File: config.mk
export PLATFORM = sky130hd
export DESIGN_NAME = fir_mc_engine_flat
export DESIGN_NICKNAME = d
export VERILOG_FILES = /design/src/rtl/fir_mc_engine_if.sv /design/src/rtl/fir_mc_engine.sv /design/src/flat_wrapper.sv
export SDC_FILE = /design/constraint.sdc
export NUM_CORES = 2
export LEC_CHECK = 0
export CAP_MARGIN = 5
export CORE_MARGIN = 1
export CORE_UTILIZATION = 65
export CTS_CLUSTER_SIZE = 20
export DETAILED_ROUTE_END_ITERATION = 7
export PLACE_DENSITY_LB_ADDON = 0.25
export SYNTH_ARGS = -nofsm -noshare
export SYNTH_HDL_FRONTEND = slang
export SYNTH_SLANG_ARGS = --single-unit
File: constraint.sdc
create_clock -name clk -period 25.5 [get_ports clk]
set_clock_uncertainty 0.15 [all_clocks]
set_input_delay 2.55 -clock clk [delete_from_list [all_inputs] [get_ports clk]]
set_output_delay 2.55 -clock clk [all_outputs]
set_load 0.01 [all_outputs]
File: src/rtl/fir_mc_engine_if.sv
// Handshake and coefficient bus of the multi-channel FIR engine.
// The engine takes the slave view; the sample source and sink take the master view.
interface fir_mc_engine_if #(
  parameter int WIDTH      = 16,
  parameter int COEF_WIDTH = 16,
  parameter int TAPS       = 30,
  parameter int CHANNELS   = 2,
  parameter int OUT_WIDTH  = 16
);
  localparam int CW = (CHANNELS > 1) ? $clog2(CHANNELS) : 1;
  localparam int AW = $clog2(TAPS);

  logic                         in_valid;
  logic                         in_ready;
  logic [CW-1:0]                in_chan;
  logic signed [WIDTH-1:0]      data_in;
  logic                         coef_we;
  logic [AW-1:0]                coef_addr;
  logic signed [COEF_WIDTH-1:0] coef_data;
  logic                         out_valid;
  logic                         out_ready;
  logic [CW-1:0]                out_chan;
  logic signed [OUT_WIDTH-1:0]  data_out;
  logic                         busy;

  modport master (
    output in_valid, in_chan, data_in, coef_we, coef_addr, coef_data, out_ready,
    input  in_ready, out_valid, out_chan, data_out, busy
  );

  modport slave (
    input  in_valid, in_chan, data_in, coef_we, coef_addr, coef_data, out_ready,
    output in_ready, out_valid, out_chan, data_out, busy
  );
endinterface

File: src/rtl/fir_mc_engine.sv
// Time-multiplexed multi-channel FIR: one shared MAC walks the taps of one channel's
// delay line per sample. Define SATURATE_EN to clamp the output instead of wrapping.
module fir_mc_engine #(
  parameter int WIDTH      = 16,
  parameter int COEF_WIDTH = 16,
  parameter int TAPS       = 30,
  parameter int CHANNELS   = 2,
  parameter int ACC_WIDTH  = 40,
  parameter int OUT_WIDTH  = 16,
  parameter int OUT_SHIFT  = 15
) (
  input  logic           clk,
  input  logic           rst_n,
  fir_mc_engine_if.slave bus
);
  localparam int CW = (CHANNELS > 1) ? $clog2(CHANNELS) : 1;
  localparam int AW = $clog2(TAPS);
  localparam int TW = $clog2(TAPS + 1);
  localparam int PW = WIDTH + COEF_WIDTH;

  localparam logic [1:0] IDLE = 2'd0;
  localparam logic [1:0] MAC  = 2'd1;
  localparam logic [1:0] OUT  = 2'd2;

  localparam logic [TW-1:0] LAST_TAP   = TW'(TAPS);
  localparam logic [AW:0]   ADDR_LIMIT = (AW + 1)'(TAPS);
  localparam logic [CW:0]   CHAN_LIMIT = (CW + 1)'(CHANNELS);

  logic [1:0]                   state_q, state_d;
  logic [TW-1:0]                tap_q, tap_d;
  logic [CW-1:0]                chan_q, chan_d;
  logic signed [ACC_WIDTH-1:0]  acc_q, acc_d;
  logic signed [PW-1:0]         prod_q, prod_d;
  logic signed [WIDTH-1:0]      x_q [CHANNELS][TAPS];
  logic signed [COEF_WIDTH-1:0] coef_q [TAPS];

  logic          sampleAccept;
  logic          coefWrite;
  logic [AW-1:0] macIdx;

  assign sampleAccept = (state_q == IDLE) && bus.in_valid && ({1'b0, bus.in_chan} < CHAN_LIMIT);
  assign coefWrite    = (state_q == IDLE) && bus.coef_we && ({1'b0, bus.coef_addr} < ADDR_LIMIT);
  assign macIdx       = (tap_q < LAST_TAP) ? tap_q[AW-1:0] : '0;

  always_ff @(posedge clk or negedge rst_n) begin
    if (!rst_n) begin
      for (int c = 0; c < CHANNELS; c++) begin
        for (int k = 0; k < TAPS; k++) begin
          x_q[c][k] <= '0;
        end
      end
      for (int k = 0; k < TAPS; k++) begin
        coef_q[k] <= '0;
      end
    end else begin
      if (coefWrite) begin
        coef_q[bus.coef_addr] <= bus.coef_data;
      end
      if (sampleAccept) begin
        x_q[bus.in_chan][0] <= bus.data_in;
        for (int k = 1; k < TAPS; k++) begin
          x_q[bus.in_chan][k] <= x_q[bus.in_chan][k-1];
        end
      end
    end
  end

  // The product is registered, so MAC spends one extra cycle draining the last product.
  always_comb begin
    state_d = state_q;
    tap_d   = tap_q;
    chan_d  = chan_q;
    acc_d   = acc_q;
    prod_d  = prod_q;
    case (state_q)
      IDLE: begin
        if (sampleAccept) begin
          state_d = MAC;
          tap_d   = '0;
          chan_d  = bus.in_chan;
          acc_d   = '0;
        end
      end
      MAC: begin
        if (tap_q != '0) begin
          acc_d = acc_q + ACC_WIDTH'(prod_q);
        end
        prod_d = PW'(x_q[chan_q][macIdx]) * PW'(coef_q[macIdx]);
        if (tap_q == LAST_TAP) begin
          state_d = OUT;
        end else begin
          tap_d = tap_q + 1'b1;
        end
      end
      OUT: begin
        if (bus.out_ready) begin
          state_d = IDLE;
        end
      end
      default: state_d = IDLE;
    endcase
  end

  always_ff @(posedge clk or negedge rst_n) begin
    if (!rst_n) begin
      state_q <= IDLE;
      tap_q   <= '0;
      chan_q  <= '0;
      acc_q   <= '0;
      prod_q  <= '0;
    end else begin
      state_q <= state_d;
      tap_q   <= tap_d;
      chan_q  <= chan_d;
      acc_q   <= acc_d;
      prod_q  <= prod_d;
    end
  end

  assign bus.in_ready  = (state_q == IDLE);
  assign bus.busy      = (state_q != IDLE);
  assign bus.out_valid = (state_q == OUT);
  assign bus.out_chan  = chan_q;

`ifdef SATURATE_EN
  localparam logic signed [ACC_WIDTH-1:0] OUT_MAX = ACC_WIDTH'((64'sd1 <<< (OUT_WIDTH - 1)) - 64'sd1);
  localparam logic signed [ACC_WIDTH-1:0] OUT_MIN = ~OUT_MAX;

  logic signed [ACC_WIDTH-1:0] shifted;
  assign shifted = acc_q >>> OUT_SHIFT;

  always_comb begin
    if (shifted > OUT_MAX) begin
      bus.data_out = OUT_WIDTH'(OUT_MAX);
    end else if (shifted < OUT_MIN) begin
      bus.data_out = OUT_WIDTH'(OUT_MIN);
    end else begin
      bus.data_out = OUT_WIDTH'(shifted);
    end
  end
`else
  assign bus.data_out = OUT_WIDTH'(acc_q >>> OUT_SHIFT);
`endif
endmodule

File: src/flat_wrapper.sv
// flat-port wrapper written by rule: the top's interface ports become plain ports
module fir_mc_engine_flat 
#(
  parameter int WIDTH      = 16,
  parameter int COEF_WIDTH = 16,
  parameter int TAPS       = 30,
  parameter int CHANNELS   = 2,
  parameter int ACC_WIDTH  = 40,
  parameter int OUT_WIDTH  = 16,
  parameter int OUT_SHIFT  = 15
)
  (clk, rst_n, bus_in_valid, bus_in_chan, bus_data_in, bus_coef_we, bus_coef_addr, bus_coef_data, bus_out_ready, bus_in_ready, bus_out_valid, bus_out_chan, bus_data_out, bus_busy);
  fir_mc_engine_if #(.WIDTH(WIDTH), .COEF_WIDTH(COEF_WIDTH), .TAPS(TAPS), .CHANNELS(CHANNELS), .OUT_WIDTH(OUT_WIDTH)) bus_i ();
  input  logic clk;
  input  logic rst_n;
  input wire logic [$bits(bus_i.in_valid)-1:0] bus_in_valid;
  input wire logic [$bits(bus_i.in_chan)-1:0] bus_in_chan;
  input wire logic [$bits(bus_i.data_in)-1:0] bus_data_in;
  input wire logic [$bits(bus_i.coef_we)-1:0] bus_coef_we;
  input wire logic [$bits(bus_i.coef_addr)-1:0] bus_coef_addr;
  input wire logic [$bits(bus_i.coef_data)-1:0] bus_coef_data;
  input wire logic [$bits(bus_i.out_ready)-1:0] bus_out_ready;
  output wire logic [$bits(bus_i.in_ready)-1:0] bus_in_ready;
  output wire logic [$bits(bus_i.out_valid)-1:0] bus_out_valid;
  output wire logic [$bits(bus_i.out_chan)-1:0] bus_out_chan;
  output wire logic [$bits(bus_i.data_out)-1:0] bus_data_out;
  output wire logic [$bits(bus_i.busy)-1:0] bus_busy;
  assign bus_i.in_valid = bus_in_valid;
  assign bus_i.in_chan = bus_in_chan;
  assign bus_i.data_in = bus_data_in;
  assign bus_i.coef_we = bus_coef_we;
  assign bus_i.coef_addr = bus_coef_addr;
  assign bus_i.coef_data = bus_coef_data;
  assign bus_i.out_ready = bus_out_ready;
  assign bus_in_ready = bus_i.in_ready;
  assign bus_out_valid = bus_i.out_valid;
  assign bus_out_chan = bus_i.out_chan;
  assign bus_data_out = bus_i.data_out;
  assign bus_busy = bus_i.busy;
  fir_mc_engine #(.WIDTH(WIDTH), .COEF_WIDTH(COEF_WIDTH), .TAPS(TAPS), .CHANNELS(CHANNELS), .ACC_WIDTH(ACC_WIDTH), .OUT_WIDTH(OUT_WIDTH), .OUT_SHIFT(OUT_SHIFT)) u_core (.clk(clk), .rst_n(rst_n), .bus(bus_i));
endmodule
* Yosys cells after proc, flatten, opt, wreduce, memory -nomap -nowiden
Cells that the tools add are included.
** Storage, ports and cells
- Input bits :: 43
- Bits in registers :: 1520
- Logic and storage cells :: 247
** Operators by class
- $lt $le $gt $ge :: 8
- Equal/unequal tests :: 8
- $add $sub $neg :: 2
- Reductions and logical operators :: 13
- Bitwise gates (word level) :: 4
- Multipliers :: 1
- Mux-type cells :: 116
** Operators by type and width (count)
- $bwmux 960 :: 30
- $demux 480 s1 :: 30
- $mux 480 :: 7
- $bwmux 480 :: 1
- $mux 464 :: 1
- $mux 448 :: 1
- $mux 432 :: 1
- $mux 416 :: 1
- $mux 400 :: 1
- $mux 384 :: 1
- $mux 368 :: 1
- $mux 352 :: 1
- $mux 336 :: 1
- $mux 320 :: 1
- $mux 304 :: 1
- $mux 288 :: 1
- $mux 272 :: 1
- $mux 256 :: 1
- $mux 240 :: 1
- $mux 224 :: 1
- $mux 208 :: 1
- $mux 192 :: 1
- $mux 176 :: 1
- $bmux 16 s5 :: 2
- other kinds (38) :: 63

* Logic depth before layout (Yosys ltp)
- Depth after elaboration :: 35
- Depth in mapped cells :: 39

* Worst setup path before layout
OpenSTA, ideal clock, no wires.
- Path kind :: register -> register
- From :: register u_core.chan_q, in the netlist u_core.bus.out_chan
- To :: register u_core.prod_q[29]
- Cell stages (with the launch flop) :: 35
- Arrival time :: 7805 ps
- Slack :: 17416 ps
- Setup time :: 129 ps
- Buffers on the path :: 4
- Cells stage by stage :: dfrtp_1 -> buf_4 -> buf_6 -> buf_2 -> clkbuf_4 -> mux4_2 -> nand2_1 -> nand3_1 -> a311oi_1 -> a31oi_2 -> inv_1 -> nor2_1 -> fa_1 -> inv_1 -> fa_1 -> inv_1 -> fa_1 -> inv_1 -> fa_1 -> inv_1 -> fa_1 -> inv_1 -> fa_1 -> inv_1 -> ha_1 -> a21oi_1 -> nor2b_1 -> o21ai_0 -> o31ai_1 -> o41a_1 -> a21o_1 -> a211o_1 -> a21oi_1 -> xor2_1 -> o21ai_1
** On the way
- Word-level cells in the longest chain between the ends :: 8
** Ends and longest elaborated chain
- start, declared :: line fir_mc_engine.sv:31 : logic [CW-1:0] chan_q, chan_d;
- start signal, assigned :: line fir_mc_engine.sv:114 : chan_q <= chan_d;
- $not 1->2 (implied by the code) :: line fir_mc_engine.sv:88 : prod_d = PW'(x_q[chan_q][macIdx]) * PW'(coef_q[macIdx]);
- $mux 480 (implied by the code) (3 in series) :: line fir_mc_engine.sv:88
- $bmux 16 s5 :: line fir_mc_engine.sv:88
- $mux 16 (implied by the code) (2 in series) :: line fir_mc_engine.sv:88
- $mul 16x16->32 :: line fir_mc_engine.sv:88
- end signal, assigned :: line fir_mc_engine.sv:116 : prod_q <= prod_d;
- end, declared :: line fir_mc_engine.sv:33 : logic signed [PW-1:0] prod_q, prod_d;
No other way between the ends. The select of a mux whose other input is x is not followed.
A chain may end at the register's enable or synchronous reset.

* Worst setup path in the final report
- From :: register u_core.tap_q[0]
- To :: register u_core.prod_q[20]
** On the way
- Word-level cells in the longest chain between the ends :: 7
- Elaborated cells between the ends (all ways) :: 10
- Classes of those cells :: 1 x mul; 1 x order compare; 7 x mux; 1 x bitwise
** Ends and longest elaborated chain
- start, declared :: line fir_mc_engine.sv:30 : logic [TW-1:0] tap_q, tap_d;
- start signal, assigned :: line fir_mc_engine.sv:113 : tap_q <= tap_d;
- $lt 5x5->1 :: line fir_mc_engine.sv:43 : assign macIdx = (tap_q < LAST_TAP) ? tap_q[AW-1:0] : '0;
- $mux 5 * :: line fir_mc_engine.sv:43
- $not 5->6 (implied by the code) * :: line fir_mc_engine.sv:88
- $bmux 16 s5 :: line fir_mc_engine.sv:88
- $mux 16 (implied by the code) (2 in series) :: line fir_mc_engine.sv:88
- $mul 16x16->32 * :: line fir_mc_engine.sv:88
Every way passes the cells marked *; elsewhere a longest branch is shown, timed or not. The select of a mux whose other input is x is not followed.

==> metrics.cfg <==
[layout]
areaGrowthSynthToFinish_pct = 8.365
layout-drive-gt1-share = 0.3488
fin_cells = 7653
utilization = 0.7135
fillers = 7927
final_net_count = 6326

[cts]
cts_max_level = 4
cts_sinks = 1510
cts_resized = 0
cts_tree = yes
holdBufCountCts = 0
clockRootBuffer = clkbuf_16
cts.clk_slew.worst_paths_ns = 0.06
insertion_delay_ns = 0.80
cts-buffers-inserted = 154
cts_setup_buffers = 0
cts_buffer_depth = 3

[critical_path]
cp-start-kind = register
cp_data_required_time_ns = 25.98
path_common_cell = fa_1
worst_path_largest_cell_delay_ns = 0.74
cp_slowest_cell = buf_4
crit_path_end_kind = register
critPathArrivalTime_ns = 11.52
crit_type = reg2reg
crit_path_max_fanout = 51

[place]
gp_congestion = 0.9160
io_buffers = 62
dp.cells = 7369
dp_hpwl_um = 116700

[die]
die_area_um2 = 123600
ios = 63
row_count = 127
die_h_um = 351.5
core_um2 = 120600
start_util = 0.6584
die_x_um = 351.5

[synthesis]
syn_inst = 6030
synth.avg_cell_area_um2 = 13.17
synth_cell_types = 85
async_flop_share = 1.000
synth_area_um2 = 79410
yosysSeqAreaShare = 0.4759
synthesis.nets = 6443
synth_seq_cells = 1510
ys.flop_type = dfrtp_1
synth_edf_count = 0
yosys_warnings = 0

[global_route]
grt.total_usage = 0.3144
grt_first_pass_wirelength_um = 300600
grt_max_degree = 183
overflow = 0
grt_antenna_before_repair = 3
grt_pass1_vias = 52150

[detailed_routing]
vias_per_cell = 6.468
ant_nets = 0
routedWlPerCell_um = 24.43
drt_pass1_iterations = 5
vias = 49500
remaining_drc_errors = 0
finalWirelength_um = 187000
initialDrtViolationCount = 4347

[sta]
drv_slew = 0
fin_crit_sh = 0.4330
hold_violations = 0
worstMarginPinSlew_ns = 1.260
relSlewSlack = 0.1571
final.min_clock_period_ns = 11.04
fmax_mhz = 90.58
setup_violations = 0
fin_setup_tns_ns = 0
rsz0062_at_grt = false

[run_status]
status = completed

[min_path]
hold_class = reg2reg

[flow_run]
maxCapViolCount = 0

## cell usage after synthesis, types with 32 or more instances
library cell	count	area, µm²
a211oi_1	36	270.3
nand2b_1	59	369.1
fa_1	257	5145
mux2i_1	96	960.9
mux2_2	1452	16350
o22ai_1	34	212.7
xnor2_1	33	289.0
inv_1	298	1119
nand2_1	478	1794
buf_2	99	495.5
a21oi_1	128	640.6
a21o_1	32	240.2
mux4_2	248	5585
a311oi_1	34	297.8
clkbuf_1	246	923.4
and2_1	51	319.1
nor2b_1	37	231.5
dfrtp_1	1510	37790
o21ai_0	106	530.5
buf_4	57	427.9
ha_1	113	1414
nor2_1	140	525.5
xor2_1	32	280.3
a221oi_1	47	411.6
nand3_1	139	695.7
## per-layer routing
metal  vias to the layer above  track usage  routed length (µm)
met5                         -            0                   0
met4                         0       0.1084                5916
met3                       353      0.04931               11610
met2                      1592       0.5025               90060
met1                     26330       0.4431               79370
li1                      21230            -                   -
## worst paths after layout
kind                                             startpoint                              to  slack, ns  depth (start not counted)
max in group asynchronous                             rst_n     u_core.x_q[885]$_DFFE_PN0P_      19.44                          5
worst min register to register  u_core.acc_q[0]$_DFFE_PN0P_     u_core.acc_q[0]$_DFFE_PN0P_       0.34                          2
worst max-delay path            u_core.tap_q[0]$_DFFE_PN0P_   u_core.prod_q[20]$_DFFE_PN0P_      14.46                         31
worst min-delay path            u_core.acc_q[0]$_DFFE_PN0P_     u_core.acc_q[0]$_DFFE_PN0P_       0.34                          2
worst max register to register  u_core.tap_q[0]$_DFFE_PN0P_   u_core.prod_q[20]$_DFFE_PN0P_      14.46                         31
min in group asynchronous                             rst_n  u_core.coef_q[131]$_DFFE_PN0P_       1.55                          1
## placed cells by master (no fill, tap or decap), types with 33 or more instances in the layout
| cell type | count |
|---|---|
| xnor2_1 | 33 |
| buf_4 | 91 |
| nand2b_1 | 58 |
| a311oi_1 | 34 |
| clkdlybuf4s50_1 | 61 |
| nor2b_1 | 37 |
| o21ai_0 | 105 |
| mux4_2 | 248 |
| a221oi_1 | 47 |
| clkbuf_16 | 156 |
| fa_1 | 257 |
| inv_1 | 298 |
| nand3_1 | 138 |
| nand2_1 | 476 |
| clkbuf_1 | 37 |
| nor2_1 | 136 |
| o22ai_1 | 34 |
| a211oi_1 | 36 |
| a21oi_1 | 124 |
| dfrtp_1 | 1507 |
| mux2i_1 | 96 |
| mux2_2 | 1452 |
| and2_1 | 49 |
| clkbuf_8 | 39 |
| ha_1 | 113 |
## logic make-up (layout without fill, tap and decap cells)
group | after synthesis | count (layout) | share of synthesized area
adders and majority gates | 370 | 370 | 0.08260
xor gates and xnor gates | 65 | 65 | 0.007169
buffers and inverters | 738 | 746 | 0.04042
other | 0 | 3 | 0
AOI/OAI and AO/OA | 565 | 565 | 0.04866
and+or+nand+nor | 984 | 984 | 0.05644
DFF | 1510 | 1510 | 0.4759
muxes | 1798 | 1798 | 0.2889
## worst max-delay path, delay by kind of cell, from the launching register on
family          cells  cell delay (ns)
flops               1             0.73
compound gates     11             2.59
fa+ha+maj           7             3.38
xor+xnor            1             0.15
buf+inv             9             2.45
mux                 1             0.40
simple gates        2             0.86
## flip-flops by register name (all words and copies together), names as in the netlist
register and flops:
u_core.coef_q 480, u_core.prod_q 31, u_core.tap_q 5, u_core.acc_q 31, u_core.x_q 960, u_core.state_q 2
u_core.bus.out_chan 1
## metrics by stage
step,area [µm²],worst slack [ns],hold slack (ns)
2_1_floorplan,79410,17.42,0.3023
6_report,86050,14.46,0.3447
4_1_cts,86040,14.60,0.3469
3_5_place_dp,80970,14.67,0.3295
5_1_grt,86050,14.04,0.3617
3_3_place_gp,80970,14.73,0.3139
## final cells by class
class / count / area, µm² / area share
flip-flops and latches: 1510 / 37800 / 0.4392
multi-input cells: 3782 / 38530 / 0.4478
clock buffers: 232 / 4579 / 0.05322
diodes: 3 / 7.507 / 0.00008724
inverters: 304 / 1141 / 0.01326
well taps: 1612 / 2017 / 0.02344
clock inverters: 49 / 498.0 / 0.005787
repair buffers: 161 / 1481 / 0.01722
Power is not shown: default switching activity piles up to over one toggle a cycle in this logic, so the estimate is an artifact.
